**src/rtl/cpu_pkg.sv**
```systemverilog
// Shared constants for the CPU counter family: direction/mode encodings and
// the default prescaler width.
package cpu_pkg;

    localparam logic CNT_DN   = 1'b0;
    localparam logic CNT_UP   = 1'b1;
    localparam logic CNT_WRAP = 1'b0;
    localparam logic CNT_SAT  = 1'b1;

    localparam int unsigned CNT_PRESCALE_W_DEF = 8;

endpackage

```
**src/rtl/cpu_prescaler.sv**
```systemverilog
// Tick generator: counts enabled cycles 0..limit_i and emits a combinational
// tick on the cycle the count has reached (or passed) the limit.
module cpu_prescaler
    import cpu_pkg::*;
#(
    parameter int unsigned PRESCALE_W = CNT_PRESCALE_W_DEF
) (
    input  logic                  clk_i,
    input  logic                  rst_i,
    input  logic                  en_i,
    input  logic                  restart_i,
    input  logic [PRESCALE_W-1:0] limit_i,
    output logic                  tick_c_o
);

    logic [PRESCALE_W-1:0] cnt_q, cnt_d;

    // A count already above a freshly lowered limit ticks and restarts.
    always_comb begin
        cnt_d    = cnt_q;
        tick_c_o = 1'b0;
        if (restart_i) begin
            cnt_d = '0;
        end else if (en_i) begin
            if (cnt_q >= limit_i) begin
                tick_c_o = 1'b1;
                cnt_d    = '0;
            end else begin
                cnt_d = cnt_q + PRESCALE_W'(1);
            end
        end
    end

    always_ff @(posedge clk_i or negedge rst_i) begin
        if (!rst_i) begin
            cnt_q <= '0;
        end else begin
            cnt_q <= cnt_d;
        end
    end

endmodule

```
**src/rtl/cpu_counter_mod.sv**
```systemverilog
// Parametrised up/down modulo counter with load, wrap/saturate, tc pulse and
// sticky overflow. Optional prescaler enabled by CPU_COUNTER_PRESCALE_EN.
module cpu_counter_mod
    import cpu_pkg::*;
#(
    parameter int unsigned WIDTH      = 4,
    parameter int unsigned MAX_VAL    = 2**WIDTH - 1,
    parameter int unsigned RST_VAL    = 0,
    parameter int unsigned PRESCALE_W = CNT_PRESCALE_W_DEF
) (
    input  logic                  clk_i,
    input  logic                  rst_i,
    input  logic                  en_i,
    input  logic                  up_i,
    input  logic                  sat_i,
    input  logic                  load_i,
    input  logic [WIDTH-1:0]      load_val_i,
    input  logic                  clr_ovf_i,
`ifdef CPU_COUNTER_PRESCALE_EN
    input  logic [PRESCALE_W-1:0] prescale_i,
`endif
    output logic [WIDTH-1:0]      count_o,
    output logic                  tc_o,
    output logic                  ovf_o,
    output logic                  zero_o
);

    localparam int unsigned XW = WIDTH + 1;
    localparam logic [XW-1:0]    MAX_X = XW'(MAX_VAL);
    localparam logic [WIDTH-1:0] MAX_C = WIDTH'(MAX_VAL);
    localparam logic [WIDTH-1:0] RST_C = WIDTH'(RST_VAL);

    logic [WIDTH-1:0] count_q, count_d;
    logic             tc_q, tc_d;
    logic             ovf_q, ovf_d;
    logic             step_c;
    logic             bound_c;
    logic [XW-1:0]    inc_x, dec_x, load_x;

`ifdef CPU_COUNTER_PRESCALE_EN
    logic tick_c;

    cpu_prescaler #(
        .PRESCALE_W (PRESCALE_W)
    ) u_prescaler (
        .clk_i     (clk_i),
        .rst_i     (rst_i),
        .en_i      (en_i),
        .restart_i (load_i),
        .limit_i   (prescale_i),
        .tick_c_o  (tick_c)
    );

    assign step_c = en_i & tick_c;
`else
    localparam int unsigned unused_prescale_w = PRESCALE_W;

    assign step_c = en_i;
`endif

    // Extended arithmetic: the carry/borrow bit exposes the boundary directly.
    assign inc_x  = {1'b0, count_q} + XW'(1);
    assign dec_x  = {1'b0, count_q} - XW'(1);
    assign load_x = {1'b0, load_val_i};

    always_comb begin
        count_d = count_q;
        tc_d    = 1'b0;
        ovf_d   = ovf_q;
        bound_c = 1'b0;
        if (load_i) begin
            count_d = (load_x > MAX_X) ? MAX_C : load_val_i;
        end else if (step_c) begin
            if (up_i == CNT_UP) begin
                if (inc_x > MAX_X) begin
                    bound_c = 1'b1;
                    count_d = (sat_i == CNT_SAT) ? MAX_C : '0;
                end else begin
                    count_d = inc_x[WIDTH-1:0];
                end
            end else begin
                if (dec_x[WIDTH]) begin
                    bound_c = 1'b1;
                    count_d = (sat_i == CNT_SAT) ? '0 : MAX_C;
                end else begin
                    count_d = dec_x[WIDTH-1:0];
                end
            end
        end
        tc_d = bound_c;
        // A boundary event on the same edge as a clear keeps the flag set.
        if (clr_ovf_i) begin
            ovf_d = 1'b0;
        end
        if (bound_c) begin
            ovf_d = 1'b1;
        end
    end

    always_ff @(posedge clk_i or negedge rst_i) begin
        if (!rst_i) begin
            count_q <= RST_C;
            tc_q    <= 1'b0;
            ovf_q   <= 1'b0;
        end else begin
            count_q <= count_d;
            tc_q    <= tc_d;
            ovf_q   <= ovf_d;
        end
    end

    assign count_o = count_q;
    assign tc_o    = tc_q;
    assign ovf_o   = ovf_q;
    assign zero_o  = (count_q == '0);

endmodule

```
**config.mk**
```make
export PLATFORM = sky130hd
export DESIGN_NAME = cpu_counter_mod
export DESIGN_NICKNAME = d
export VERILOG_FILES = /design/src/rtl/cpu_pkg.sv /design/src/rtl/cpu_prescaler.sv /design/src/rtl/cpu_counter_mod.sv
export SDC_FILE = /design/constraint.sdc
export NUM_CORES = 1
export LEC_CHECK = 0
export BUFFER_PORTS_ARGS = -buffer_cell sky130_fd_sc_hd__clkbuf_2
export CAP_MARGIN = 30
export CORE_MARGIN = 2
export CORE_UTILIZATION = 40
export CTS_BUF_LIST = sky130_fd_sc_hd__clkbuf_8
export DETAILED_ROUTE_END_ITERATION = 16
export HOLD_SLACK_MARGIN = 0.1
export PLACE_DENSITY_LB_ADDON = 0.25
export SYNTH_ARGS = -nofsm -noshare
export SYNTH_HDL_FRONTEND = slang
export SYNTH_HIERARCHICAL = 1
export SYNTH_SLANG_ARGS = --single-unit
export TNS_END_PERCENT = 10
```
**constraint.sdc**
```tcl
create_clock -name clk_i -period 3.2 [get_ports clk_i]
set_input_delay 0.8 -clock clk_i [delete_from_list [all_inputs] [get_ports clk_i]]
set_output_delay 0.8 -clock clk_i [all_outputs]
set_load 0.03 [all_outputs]
```
=== Word level (Yosys, flattened, before mapping) ===
Cells that the tools add are included.

* Add/subtract/negate cells: 2
* Reductions and logical operators: 3
* Mux-type cells: 15
* Order comparisons: 2

{| class="wikitable"
|+ Operator list
! operator !! count
|-
| 4-bit two-way mux || 8
|-
| 1-bit two-way mux || 7
|-
| 4-bit by 1-bit adder with 5-bit output (second input constant) || 1
|-
| 5-bit by 4-bit greater-than comparator with 1-bit output (second input constant) || 1
|-
| 4-bit by 1-bit subtractor with 5-bit output (second input constant) || 1
|-
| 4-bit greater-than comparator (second input constant) || 1
|-
| 4-bit zero test || 1
|-
| 2-bit nonzero test || 2
|}

* Register bits after elaboration: 6
* Output and inout bits: 7
* Input bits: 11
* Logic and storage cells: 25

=== Logic depth before layout (Yosys ltp) ===
* Word-level depth: 7
* Depth in mapped cells: 6

=== Worst setup path after synthesis ===
OpenSTA, ideal clock, no wires.

* Path kind: reg-to-output
* From: reg count_q[0], in the netlist count_o[0]
* To: out zero_o
* Path slack: 788 ps
* Required time: 2,400 ps
* Stages on the path, launching flop included: 4
* Arrival time: 1,612 ps
* Buffers on the path: 0
* Cell sequence: dfrtp_1 inv_1 ha_1 nor3b_1

* Longest elaborated chain between the ends: 1

{| class="wikitable"
|+ RTL lines
! item !! RTL line !! source
|-
| from (decl) || cpu_counter_mod.sv:33 || <nowiki>logic [WIDTH-1:0] count_q, count_d;</nowiki>
|-
| from (signal assigned) || cpu_counter_mod.sv:106 || <nowiki>count_q <= count_d;</nowiki>
|-
| 4-bit zero test || cpu_counter_mod.sv:115 || <nowiki>assign zero_o = (count_q == '0);</nowiki>
|-
| to (decl) || cpu_counter_mod.sv:25 || <nowiki>output logic zero_o</nowiki>
|}

No other way between the ends.

=== Final worst setup path ===
Ends and elaborated chain as after synthesis.

==> results by group <==
Run status
  – Outcome: completed

Power and ir drop
  – Switching power summed over all nets: 123 uW
  – Worst voltage drop across the vdd grid: 320 uV
  – Combinational power share: 36.8%
  – Net switching share of the total power: 35.9%
  – Total power divided by cell area: 475 nW/um^2
  – Leakage power summed over all cells: 0.000334 uW
  – Cell internal pwr: 220 uW
  – Part of the total power dissipated in sequential elements: 30.3%
  – Clock share of power: 32.8%

Placement
  – GPL Wtd Cong: 0.783
  – Placed instance area: 679 um^2
  – Number of instances in the placed design: 98
  – IO buf count: 17
  – Hpwl dp: 1060 um

Global route
  – Via count of the first global-routing pass: 488
  – Global-route wire length before repair: 2140 um
  – Antenna violations before repair: 0
  – Total gr overflow: 0
  – GRT Overall Usage: 15.3%
  – Largest net degree at the start of global routing: 14

Timing
  – Setup TNS after final layout: 0 ps
  – Least-Margin Pin Slew: 393 ps
  – Final Slew Violations: 0
  – Worst relative slew slack: 73.8%
  – Setup Viol. Count Final: 0
  – Final period utilization: 70.0%
  – Maximum operating frequency: 0.447 GHz
  – Setup repair after global routing missed its margin: no
  – Hold Vio Cnt, Final: 0
  – Shortest clock period the worst path allows after layout: 2240 ps
  – Clock Skews: 0.124 ps

Synthesis
  – Synth cell types: 33
  – Most frequent cell after synthesis: inv_1
  – Synth Area in Compound Gates: 26.0%
  – XOR/XNOR share of the synthesized area: 1.49%
  – Mean Syn Cell Area: 8.65 um^2
  – Cell area after synthesis: 588 um^2
  – Area share of the largest cell type after synthesis: 25.5%
  – Synth top cells by count: 8 x inv_1, 6 x dfrtp_1, 4 x ha_1, 4 x nand2_1, 4 x nor2_1
  – Post-synth net total: 83
  – Synth area leaders: dfrtp_1 26%, ha_1 8.5%, inv_1 5.1%, o211ai_2 4.3%, maj3_2 3.8%
  – Share of synthesized flip-flops with an asynchronous set or reset: 100%
  – Flip-flop and latch count after synthesis: 6
  – Cells after Synth: 68
  – Proportion of synthesized chip area in sequential cells: 25.5%
  – Biggest area consumer among synthesized cells: dfrtp_1
  – Adder-cell share of the synthesized area: 12.3%
  – Dominant register cell in the synthesized netlist: dfrtp_1
  – Number of enable-type register cells in the synthesized netlist: 0
  – Total of warnings raised by yosys: 6
  – Synthesized-area fraction occupied by and/or/nand/nor cells: 27.4%
  – Largest family of logic cells by synthesized area: simple AND/OR/NAND/NOR gates
  – Multiplexer share of the synthesized area: 0%

Clocking
  – Number of buffers added for setup after CTS: 0
  – Maximum count of clock buffers along a single path: 2
  – H-tree lvl count: 1
  – CTS Hold Buffers Added: 0
  – Worst skew pair latency: 220 ps
  – Resized Gates After CTS: 0
  – CTS Root Buffer Type: clkbuf_8
  – Clock transition at the registers of the reported paths: 40 ps
  – Clock net sink count: 6
  – CTS tree: yes
  – TritonCTS Buffers: 3

Worst hold path
  – Min-delay worst type: input port to asynchronous set/reset pin

Route
  – Total wirelength of the detailed-routed design: 1300 um
  – DRT antenna net count: 0
  – Detailed-route vias per instance: 5.61
  – Per-cell routed wire length: 12.9 um
  – Number of vias after detailed routing: 567
  – Iteration-0 DRC count of the detailed router: 13
  – First-pass iteration count of the detailed router: 4
  – Final routed DRC violation total: 0

Job
  – # Max-Cap Violations: 0

Critical path
  – CP Launch Type: register
  – Kind of capture point of the worst setup path: output port
  – Arrival time of data at the critical path endpoint: 1440 ps
  – Startpoint-to-endpoint class of the critical path: register to output port
  – Maximum fanout along the worst path: 9
  – Data required time of the worst path: 2400 ps

Floorplanning
  – Area of the die: 1790 um^2
  – I/O pin cnt: 18
  – Total core area: 1330 um^2
  – Chip Width: 42.3 um
  – Die outline height: 42.3 um
  – Number of placement rows: 13
  – Starting Density: 44.1%

Final layout
  – Relative area change from synthesis to final layout: 22.6%
  – Fraction of layout instances using a drive strength above 1: 33.7%
  – Diode count: 0
  – Total of fill cells in the finished design: 125
  – Number of standard cells in the layout, taps in and fillers out: 101
  – Number of nets in the layout: 103
  – Cell area after layout: 721 um^2
-- cell families after synthesis --
family / Yosys count
flip-flops: 6
AO/OA/AOI/OAI: 19
buffers and inverters: 10
adder cells (fa/ha/maj): 6
AND/OR/NAND/NOR: 26
XOR/XNOR: 1
-- per-stage QoR --
stage	hold slack [ps]	worst slack, ps	utilization (%)	power [uW]
floorplan	504	788	-	198
global placement	517	1050	50.9	230
detailed placement	545	1030	50.9	232
CTS	404	947	54.0	345
global route	412	821	54.0	364
finish	401	961	54.0	342
-- worst max-delay path: stages, from the launching register on --
cell and delay [ps]:
dfrtp_1 470, inv_1 180, ha_1 160, nor3b_1 170, clkbuf_2 240
-- cell type report --
type | instances | area, um^2 | area share [%]
Timing Repair Buffer | 17 | 85.1 | 11.8
Sequential cell | 6 | 150 | 20.8
Clock buffer | 3 | 41.3 | 5.73
Tap cell | 15 | 18.8 | 2.60
Multi-Input combinational cell | 52 | 395 | 54.9
Inverter | 8 | 30.0 | 4.17
-- metal layers --
| metal | vias up | share of wire (%) | GRT usage, % |
|---|---|---|---|
| met5 | - | 0 | 0 |
| met4 | 0 | 0 | 1.88 |
| met3 | 0 | 5.3 | 5.60 |
| met2 | 14 | 50 | 24.6 |
| met1 | 269 | 45 | 20.1 |
| li1 | 284 | - | - |
-- final timing paths --
path	cells after the start	start	slack, ps	endpoint
setup / recovery	4	count_o[0]$_DFFE_PN0P_	960	zero_o
max in group asynchronous	1	rst_i	2650	count_o[2]$_DFFE_PN0P_
min in group clk_i	2	ovf_o$_DFFE_PN0P_	540	ovf_o$_DFFE_PN0P_
hold / removal	1	rst_i	400	count_o[1]$_DFFE_PN0P_
hold reg to reg	2	ovf_o$_DFFE_PN0P_	540	ovf_o$_DFFE_PN0P_
setup reg to reg	6	count_o[0]$_DFFE_PN0P_	1040	count_o[3]$_DFFE_PN0P_
-- placed cells by master (no fill, tap or decap), types with 3 or more instances in the layout --
cell type / count
clkbuf_8: 3
clkbuf_2: 17
or3_1: 3
o21ai_0: 3
nand2_1: 4
nor2_1: 4
ha_1: 4
inv_1: 8
dfrtp_1: 6
nand2b_1: 3
-- power by group through the flow --
stage / Combinational, uW / Clock, uW / Sequential [uW]
6_report: 126 / 112 / 104
5_1_grt: 141 / 116 / 107
4_1_cts: 127 / 114 / 104
3_5_place_dp: 127 / 0 / 105
3_3_place_gp: 125 / 0 / 105
2_1_floorplan: 87.1 / 0 / 111
-- registers in the layout, indices dropped and copies added, names as in the netlist --
name,flops
count_o,4
ovf_o,1
tc_o,1
(Power assumes the default switching activity.)
